===== src/rtl/countdown_timer_ctrl.sv =====
`timescale 1ns/1ps
// countdown_timer_ctrl
// Kitchen-timer sequencer for the BCD MM:SS time-counter datapath. A preset is
// dialled in with single-cycle button pulses. The timer then counts down once
// per tick_sec. At 00:00 it raises a timed alarm and then returns to the preset.
//
// Ports
//   clk                       system clock
//   reset_n                   asynchronous active-low reset
//   tick_sec                  one-cycle pulse per second from the divider chain
//   btn_start/min/sec/clear   one-cycle debounced button pulses
//   min10,min1,sec10,sec1     BCD time digits (registered)
//   state                     0=SET 1=RUN 2=PAUSE 3=ALARM (registered)
//   alarm, running            state flags (registered)
//   blink                     display blink enable (registered)
//
// state   | meaning
// --------+-----------------------------------------------------------
// S_SET   | editing the preset; the display blinks on each tick
// S_RUN   | counting down once per tick_sec
// S_PAUSE | count frozen; the display blinks on each tick
// S_ALARM | time is 00:00; alarm held for ALARM_SEC ticks or until a button
module countdown_timer_ctrl #(
    parameter int unsigned ALARM_SEC = 10,
    parameter int unsigned MIN_MAX   = 59
) (
    input  logic       clk,
    input  logic       reset_n,
    input  logic       tick_sec,
    input  logic       btn_start,
    input  logic       btn_min,
    input  logic       btn_sec,
    input  logic       btn_clear,
    output logic [3:0] min10,
    output logic [3:0] min1,
    output logic [3:0] sec10,
    output logic [3:0] sec1,
    output logic [1:0] state,
    output logic       alarm,
    output logic       running,
    output logic       blink
);

    localparam logic [3:0] MAX10     = 4'(MIN_MAX / 10);
    localparam logic [3:0] MAX1      = 4'(MIN_MAX % 10);
    localparam logic [3:0] ALARM_END = 4'(ALARM_SEC);

    typedef enum logic [1:0] {
        S_SET   = 2'd0,
        S_RUN   = 2'd1,
        S_PAUSE = 2'd2,
        S_ALARM = 2'd3
    } state_t;

    state_t     st_q, st_d;
    logic [3:0] pre_m10_q, pre_m1_q, pre_s10_q, pre_s1_q;
    logic [3:0] pre_m10_d, pre_m1_d, pre_s10_d, pre_s1_d;
    logic [3:0] m10_d, m1_d, s10_d, s1_d;
    logic [3:0] acnt_q, acnt_d;
    logic       blink_d;

    logic [3:0] dm10, dm1, ds10, ds1;
    logic [3:0] im10, im1, is10, is1;
    logic       time_zero, dec_zero;
    logic       act_clear, act_start, act_min, act_sec, any_btn;

    // Only the highest-priority asserted button acts.
    assign act_clear = btn_clear;
    assign act_start = btn_start & ~btn_clear;
    assign act_min   = btn_min & ~btn_start & ~btn_clear;
    assign act_sec   = btn_sec & ~btn_min & ~btn_start & ~btn_clear;
    assign any_btn   = btn_clear | btn_start | btn_min | btn_sec;

    assign time_zero = (min10 == 4'd0) && (min1 == 4'd0) &&
                       (sec10 == 4'd0) && (sec1 == 4'd0);

    // BCD down-count by one second. The borrow ripples sec1 -> sec10 -> minutes.
    // A zero time is held, so the minutes never go below 00.
    always_comb begin
        dm10 = min10;
        dm1  = min1;
        ds10 = sec10;
        ds1  = sec1;
        if (!time_zero) begin
            if (sec1 != 4'd0) begin
                ds1 = sec1 - 4'd1;
            end else begin
                ds1 = 4'd9;
                if (sec10 != 4'd0) begin
                    ds10 = sec10 - 4'd1;
                end else begin
                    ds10 = 4'd5;
                    if (min1 != 4'd0) begin
                        dm1 = min1 - 4'd1;
                    end else begin
                        dm1  = 4'd9;
                        dm10 = min10 - 4'd1;
                    end
                end
            end
        end
    end

    assign dec_zero = (dm10 == 4'd0) && (dm1 == 4'd0) &&
                      (ds10 == 4'd0) && (ds1 == 4'd0);

    // SET-mode increments: minutes wrap at MIN_MAX, seconds wrap at 59,
    // and neither carries into the other.
    always_comb begin
        im10 = min10;
        im1  = min1 + 4'd1;
        if ((min10 == MAX10) && (min1 == MAX1)) begin
            im10 = 4'd0;
            im1  = 4'd0;
        end else if (min1 == 4'd9) begin
            im10 = min10 + 4'd1;
            im1  = 4'd0;
        end
        is10 = sec10;
        is1  = sec1 + 4'd1;
        if ((sec10 == 4'd5) && (sec1 == 4'd9)) begin
            is10 = 4'd0;
            is1  = 4'd0;
        end else if (sec1 == 4'd9) begin
            is10 = sec10 + 4'd1;
            is1  = 4'd0;
        end
    end

    always_comb begin
        st_d      = st_q;
        m10_d     = min10;
        m1_d      = min1;
        s10_d     = sec10;
        s1_d      = sec1;
        pre_m10_d = pre_m10_q;
        pre_m1_d  = pre_m1_q;
        pre_s10_d = pre_s10_q;
        pre_s1_d  = pre_s1_q;
        acnt_d    = acnt_q;

        case (st_q)
            S_SET: begin
                if (act_clear) begin
                    {m10_d, m1_d, s10_d, s1_d}                 = 16'h0000;
                    {pre_m10_d, pre_m1_d, pre_s10_d, pre_s1_d} = 16'h0000;
                end else if (act_start) begin
                    if (!time_zero) begin
                        {pre_m10_d, pre_m1_d, pre_s10_d, pre_s1_d} = {min10, min1, sec10, sec1};
                        st_d = S_RUN;
                    end
                end else if (act_min) begin
                    m10_d = im10;
                    m1_d  = im1;
                end else if (act_sec) begin
                    s10_d = is10;
                    s1_d  = is1;
                end
            end
            S_RUN: begin
                if (act_clear) begin
                    {m10_d, m1_d, s10_d, s1_d} = {pre_m10_q, pre_m1_q, pre_s10_q, pre_s1_q};
                    st_d = S_SET;
                end else begin
                    if (tick_sec) begin
                        {m10_d, m1_d, s10_d, s1_d} = {dm10, dm1, ds10, ds1};
                    end
                    // Reaching 00:00 overrides a simultaneous pause request.
                    if (tick_sec && dec_zero) begin
                        st_d   = S_ALARM;
                        acnt_d = 4'd0;
                    end else if (act_start) begin
                        st_d = S_PAUSE;
                    end
                end
            end
            S_PAUSE: begin
                if (act_clear) begin
                    {m10_d, m1_d, s10_d, s1_d} = {pre_m10_q, pre_m1_q, pre_s10_q, pre_s1_q};
                    st_d = S_SET;
                end else if (act_start) begin
                    st_d = S_RUN;
                end
            end
            S_ALARM: begin
                if (any_btn) begin
                    {m10_d, m1_d, s10_d, s1_d} = {pre_m10_q, pre_m1_q, pre_s10_q, pre_s1_q};
                    st_d = S_SET;
                end else if (tick_sec) begin
                    acnt_d = acnt_q + 4'd1;
                    if ((acnt_q + 4'd1) == ALARM_END) begin
                        {m10_d, m1_d, s10_d, s1_d} = {pre_m10_q, pre_m1_q, pre_s10_q, pre_s1_q};
                        st_d = S_SET;
                    end
                end
            end
            default: st_d = S_SET;
        endcase

        // Any state entry restarts blink at 1. Blink is solid in RUN and
        // ALARM. It toggles per tick only while the FSM stays in SET or PAUSE.
        if ((st_d == S_RUN) || (st_d == S_ALARM) || (st_d != st_q)) begin
            blink_d = 1'b1;
        end else if (tick_sec) begin
            blink_d = ~blink;
        end else begin
            blink_d = blink;
        end
    end

    always_ff @(posedge clk or negedge reset_n) begin
        if (!reset_n) begin
            st_q      <= S_SET;
            min10     <= 4'd0;
            min1      <= 4'd0;
            sec10     <= 4'd0;
            sec1      <= 4'd0;
            pre_m10_q <= 4'd0;
            pre_m1_q  <= 4'd0;
            pre_s10_q <= 4'd0;
            pre_s1_q  <= 4'd0;
            acnt_q    <= 4'd0;
            alarm     <= 1'b0;
            running   <= 1'b0;
            blink     <= 1'b1;
        end else begin
            st_q      <= st_d;
            min10     <= m10_d;
            min1      <= m1_d;
            sec10     <= s10_d;
            sec1      <= s1_d;
            pre_m10_q <= pre_m10_d;
            pre_m1_q  <= pre_m1_d;
            pre_s10_q <= pre_s10_d;
            pre_s1_q  <= pre_s1_d;
            acnt_q    <= acnt_d;
            alarm     <= (st_d == S_ALARM);
            running   <= (st_d == S_RUN);
            blink     <= blink_d;
        end
    end

    assign state = st_q;

endmodule

===== config.mk =====
export PLATFORM = sky130hd
export DESIGN_NAME = countdown_timer_ctrl
export DESIGN_NICKNAME = d
export VERILOG_FILES = /design/src/rtl/countdown_timer_ctrl.sv
export SDC_FILE = /design/constraint.sdc
export NUM_CORES = 1
export LEC_CHECK = 0
export ABC_AREA = 1
export CAP_MARGIN = 25
export CORE_ASPECT_RATIO = 1.1
export CORE_UTILIZATION = 50
export CTS_CLUSTER_DIAMETER = 150
export CTS_CLUSTER_SIZE = 40
export DETAILED_ROUTE_END_ITERATION = 10
export DONT_BUFFER_PORTS = 1
export PLACE_DENSITY = 0.74
export SYNTH_ARGS = -nofsm -noshare
export SYNTH_HDL_FRONTEND = slang
export SYNTH_SLANG_ARGS = --single-unit

===== constraint.sdc =====
create_clock -name clk -period 3.2 [get_ports clk]
set_clock_uncertainty 0.05 [all_clocks]
set_input_delay 0.32 -clock clk [delete_from_list [all_inputs] [get_ports clk]]
set_output_delay 0.32 -clock clk [all_outputs]
set_load 0.01 [all_outputs]

==> results by group <==
Finish
  – Most frequent cells in the layout: nand2_1, inv_1, dfrtp_1
  – Post-route insts no fill: 478
  – Nets: 423
  – Most common cell after layout, fill and taps aside: nand2_1
  – Register Area: 0.001027 sq mm
  – Fillers: 552
  – Diodes inserted: 0
  – Fraction of layout cells with a size suffix above 1: 9.429%
  – Fin util: 56.46%
  – Area Overhead vs Synth: 7.124%
  – Multi-input gate area: 0.001584 sq mm

Logic synthesis
  – Largest area contributor in the netlist: dfrtp_1
  – Multiplexer share of the synthesized area: 0%
  – Ys async rst share: 100.0%
  – Largest family of logic cells by synthesized area: simple AND/OR/NAND/NOR gates
  – Syn. warnings: 0
  – Synth Flop Type: dfrtp_1
  – Netlist cell types: 36
  – Post-Synthesis Cells: 397
  – Average cell area after synthesis: 7.255 sq um
  – Post-synth top area share: 34.75%
  – #FFs+latches synth: 41
  – Synth Net Count: 418
  – Area contributors post-synth: dfrtp_1, nand2_1, inv_1
  – Post-synthesis sequential area ratio: 35.66%
  – Synth Area in Compound Gates: 17.25%
  – Post-synth EDFFs: 0
  – XOR/XNOR share of the synthesized area: 3.041%
  – Post-synthesis simple-gate area fraction: 28.63%
  – Adder-Cell Fraction of Synth Area: 6.082%
  – Synth Cell Area: 0.002880 sq mm

Global routing
  – First-pass GRT wire length: 12.16 mm
  – Vias in the first global route: 2,670
  – GR Overflow Total: 0
  – GR peak layer: met2
  – Largest net degree at the start of global routing: 42
  – Initial antenna violation count: 0
  – GR Layer Usage met1: 33.62%
  – Met3 Use GR: 7.362%
  – Met2 Track Usage GR: 41.89%
  – Total GRT Usage: 26.30%

Placement
  – GPL Wtd Cong: 0.8750
  – # port buffers: 0
  – Placed cells: 468
  – Hpwl dp: 5.211 mm

Hold path
  – Hold WC Path Type: in2reg
  – Hold Path Stages: 3

Route
  – Iter 0 DRT Violations: 163
  – Residual DRC: 0
  – Drt first pass iters: 4
  – Detail Route Antenna Nets: 0
  – Vias per inst: 5.513
  – WL final: 7.161 mm
  – Vias: 2,635
  – Routed len/inst: 14.98 um

Power and ir drop
  – Leak pwr: 1.490 nW
  – PnR Total Power: 2.759 mW
  – Pwr dens: 894.3 mW/mm^2
  – IR drop worst, VDD: 0.4581 mV

Worst setup path
  – Critical path's slowest cell: dfrtp_1
  – Worst endpoint data arrival time: 2.80 ns
  – Reg2Reg Depth: 16
  – Startpoint types: flip-flop
  – Worst setup EP type: flip-flop
  – Crit-path most repeated cell: nand2_2
  – CP Cell Sequence: inv_1 > ha_1 > nand2_4 > nor2_4 > nand2_2 > nand2_1 > nand2_1 > nor2_1 > nand3_1 > nor2_1 > nand2_2 > nand2_2 > nand2_4 > clkinv_4 > nand3_2 > o21ai_2
  – Crit path max fanout: 12
  – CP required: 3.39 ns
  – Critical path class: reg2reg
  – Worst path max stage delay: 0.50 ns

Die
  – Die area: 0.006069 sq mm
  – Initial Util: 52.70%
  – Rows: 28
  – DIE WIDTH: 74.37 um
  – Core area: 0.005465 sq mm
  – Die height: 81.61 um
  – Ports: 28

Run status
  – Result of the run: completed

Timing
  – Final Hold Viols: 0
  – Final worst path period need: 2.613 ns
  – Max Fclk: 382.8 MHz
  – Tcrit/Tclk final: 81.64%
  – Final count of negative-setup-slack endpoints: 0
  – Slew @ Worst Pin: 0.7472 ns
  – Slew headroom: 50.05%
  – Fin Setup TNS: 0 ns
  – RSZ-0062 raised after global routing: false
  – Final Max Slew Viols: 0

CTS
  – # Post-CTS Setup Buffers: 0
  – H-tree lvl count: 2
  – CTS Hold Buffers Added: 2
  – Clk slew on worst S/H paths: 0.08 ns
  – CTS tree: done
  – CTS max path bufs: 2
  – Clock sink count: 41
  – Clock Tree Root: clkbuf_8
  – Worst skew pair latency: 0.31 ns
  – Number of CTS-inserted buffers: 5
  – Post-CTS Resized: 0

Job
  – Max-cap violations: 0
[worst paths after layout]
check | start | to | slack (ns)
max reg2reg | sec1[0]$_DFFE_PN0P_ | acnt_q[3]$_DFFE_PN0P_ | 0.59
min reg2reg | pre_m10_q[0]$_DFFE_PN0P_ | pre_m10_q[0]$_DFFE_PN0P_ | 0.48
max | sec1[0]$_DFFE_PN0P_ | acnt_q[3]$_DFFE_PN0P_ | 0.59
min in group asynchronous | reset_n | pre_s10_q[2]$_DFFE_PN0P_ | 0.47
max in group asynchronous | reset_n | blink$_DFFE_PN1P_ | 2.37
min | tick_sec | blink$_DFFE_PN1P_ | 0.25
[metrics by stage]
stage / hold slack, ns / area, sq um / setup WS, ns
after floorplan: -0.02559 / 2880 / 1.036
after global placement: -0.02429 / 2954 / 0.6508
after detailed placement: -0.02449 / 2954 / 0.6226
after CTS: 0.2550 / 3085 / 0.6002
after global routing: 0.2683 / 3085 / 0.3004
final: 0.2488 / 3085 / 0.5875
[critical path: cells and delay by family (launching register included)]
family                   cells  cell delay, ns
flip-flops                   1            0.50
adder cells (fa/ha/maj)      1            0.29
AO/OA/AOI/OAI                1            0.06
buffers and inverters        2            0.29
AND/OR/NAND/NOR             12            1.37
[cell usage after synthesis (2+ instances only)]
cell type,number
a21oi_1,15
a221oi_1,2
a22oi_1,6
a31oi_1,2
buf_2,4
dfrtp_1,40
ha_1,14
inv_1,57
inv_2,2
nand2_1,83
nand2_2,8
nand2_4,2
nand3_1,30
nand3_2,3
nand4_1,5
nor2_1,36
nor2_2,4
nor2_4,3
nor3_1,3
o21ai_0,33
o21ai_1,2
o21ai_2,2
o221ai_1,3
o22ai_1,18
xnor2_1,2
xor2_1,8
[routing by layer]
| metal | routed length [um] | share of wire [%] |
|---|---|---|
| met5 | 0 | 0 |
| met1 | 3143 | 44 |
| met3 | 485 | 6.8 |
| met4 | 146 | 2.0 |
| met2 | 3385 | 47 |
[final cells by class]
cell class              count  area share, %
well taps                  75          3.041
repair buffers              4          1.460
multi-input cells         289          51.34
flip-flops and latches     41          33.29
inverters                  61          7.583
clock buffers               7          3.122
clock inverters             1         0.1622
[cells by family after synthesis]
family | count (synthesis)
AOI/OAI and AO/OA | 85
xor gates and xnor gates | 10
adders and majority gates | 14
buffers and inverters | 67
DFF | 41
and+or+nand+nor | 180
[state kept, by name, summed over array words and instances, names as in the netlist, 2 cells and up]
| name | cells |
|---|---|
| pre_s1_q | 4 |
| pre_m1_q | 4 |
| min1 | 4 |
| sec1 | 4 |
| pre_s10_q | 4 |
| state | 2 |
| acnt_q | 4 |
| sec10 | 4 |
| min10 | 4 |
| pre_m10_q | 4 |
[power breakdown]
part	switching [mW]	leakage, nW	total [mW]	internal [mW]
combinational	0.979	0.890	1.46	0.481
sequential	0.249	0.546	0.917	0.668
clock	0.188	0.0542	0.383	0.195
total	1.42	1.49	2.76	1.34
(Power assumes the default switching activity.)
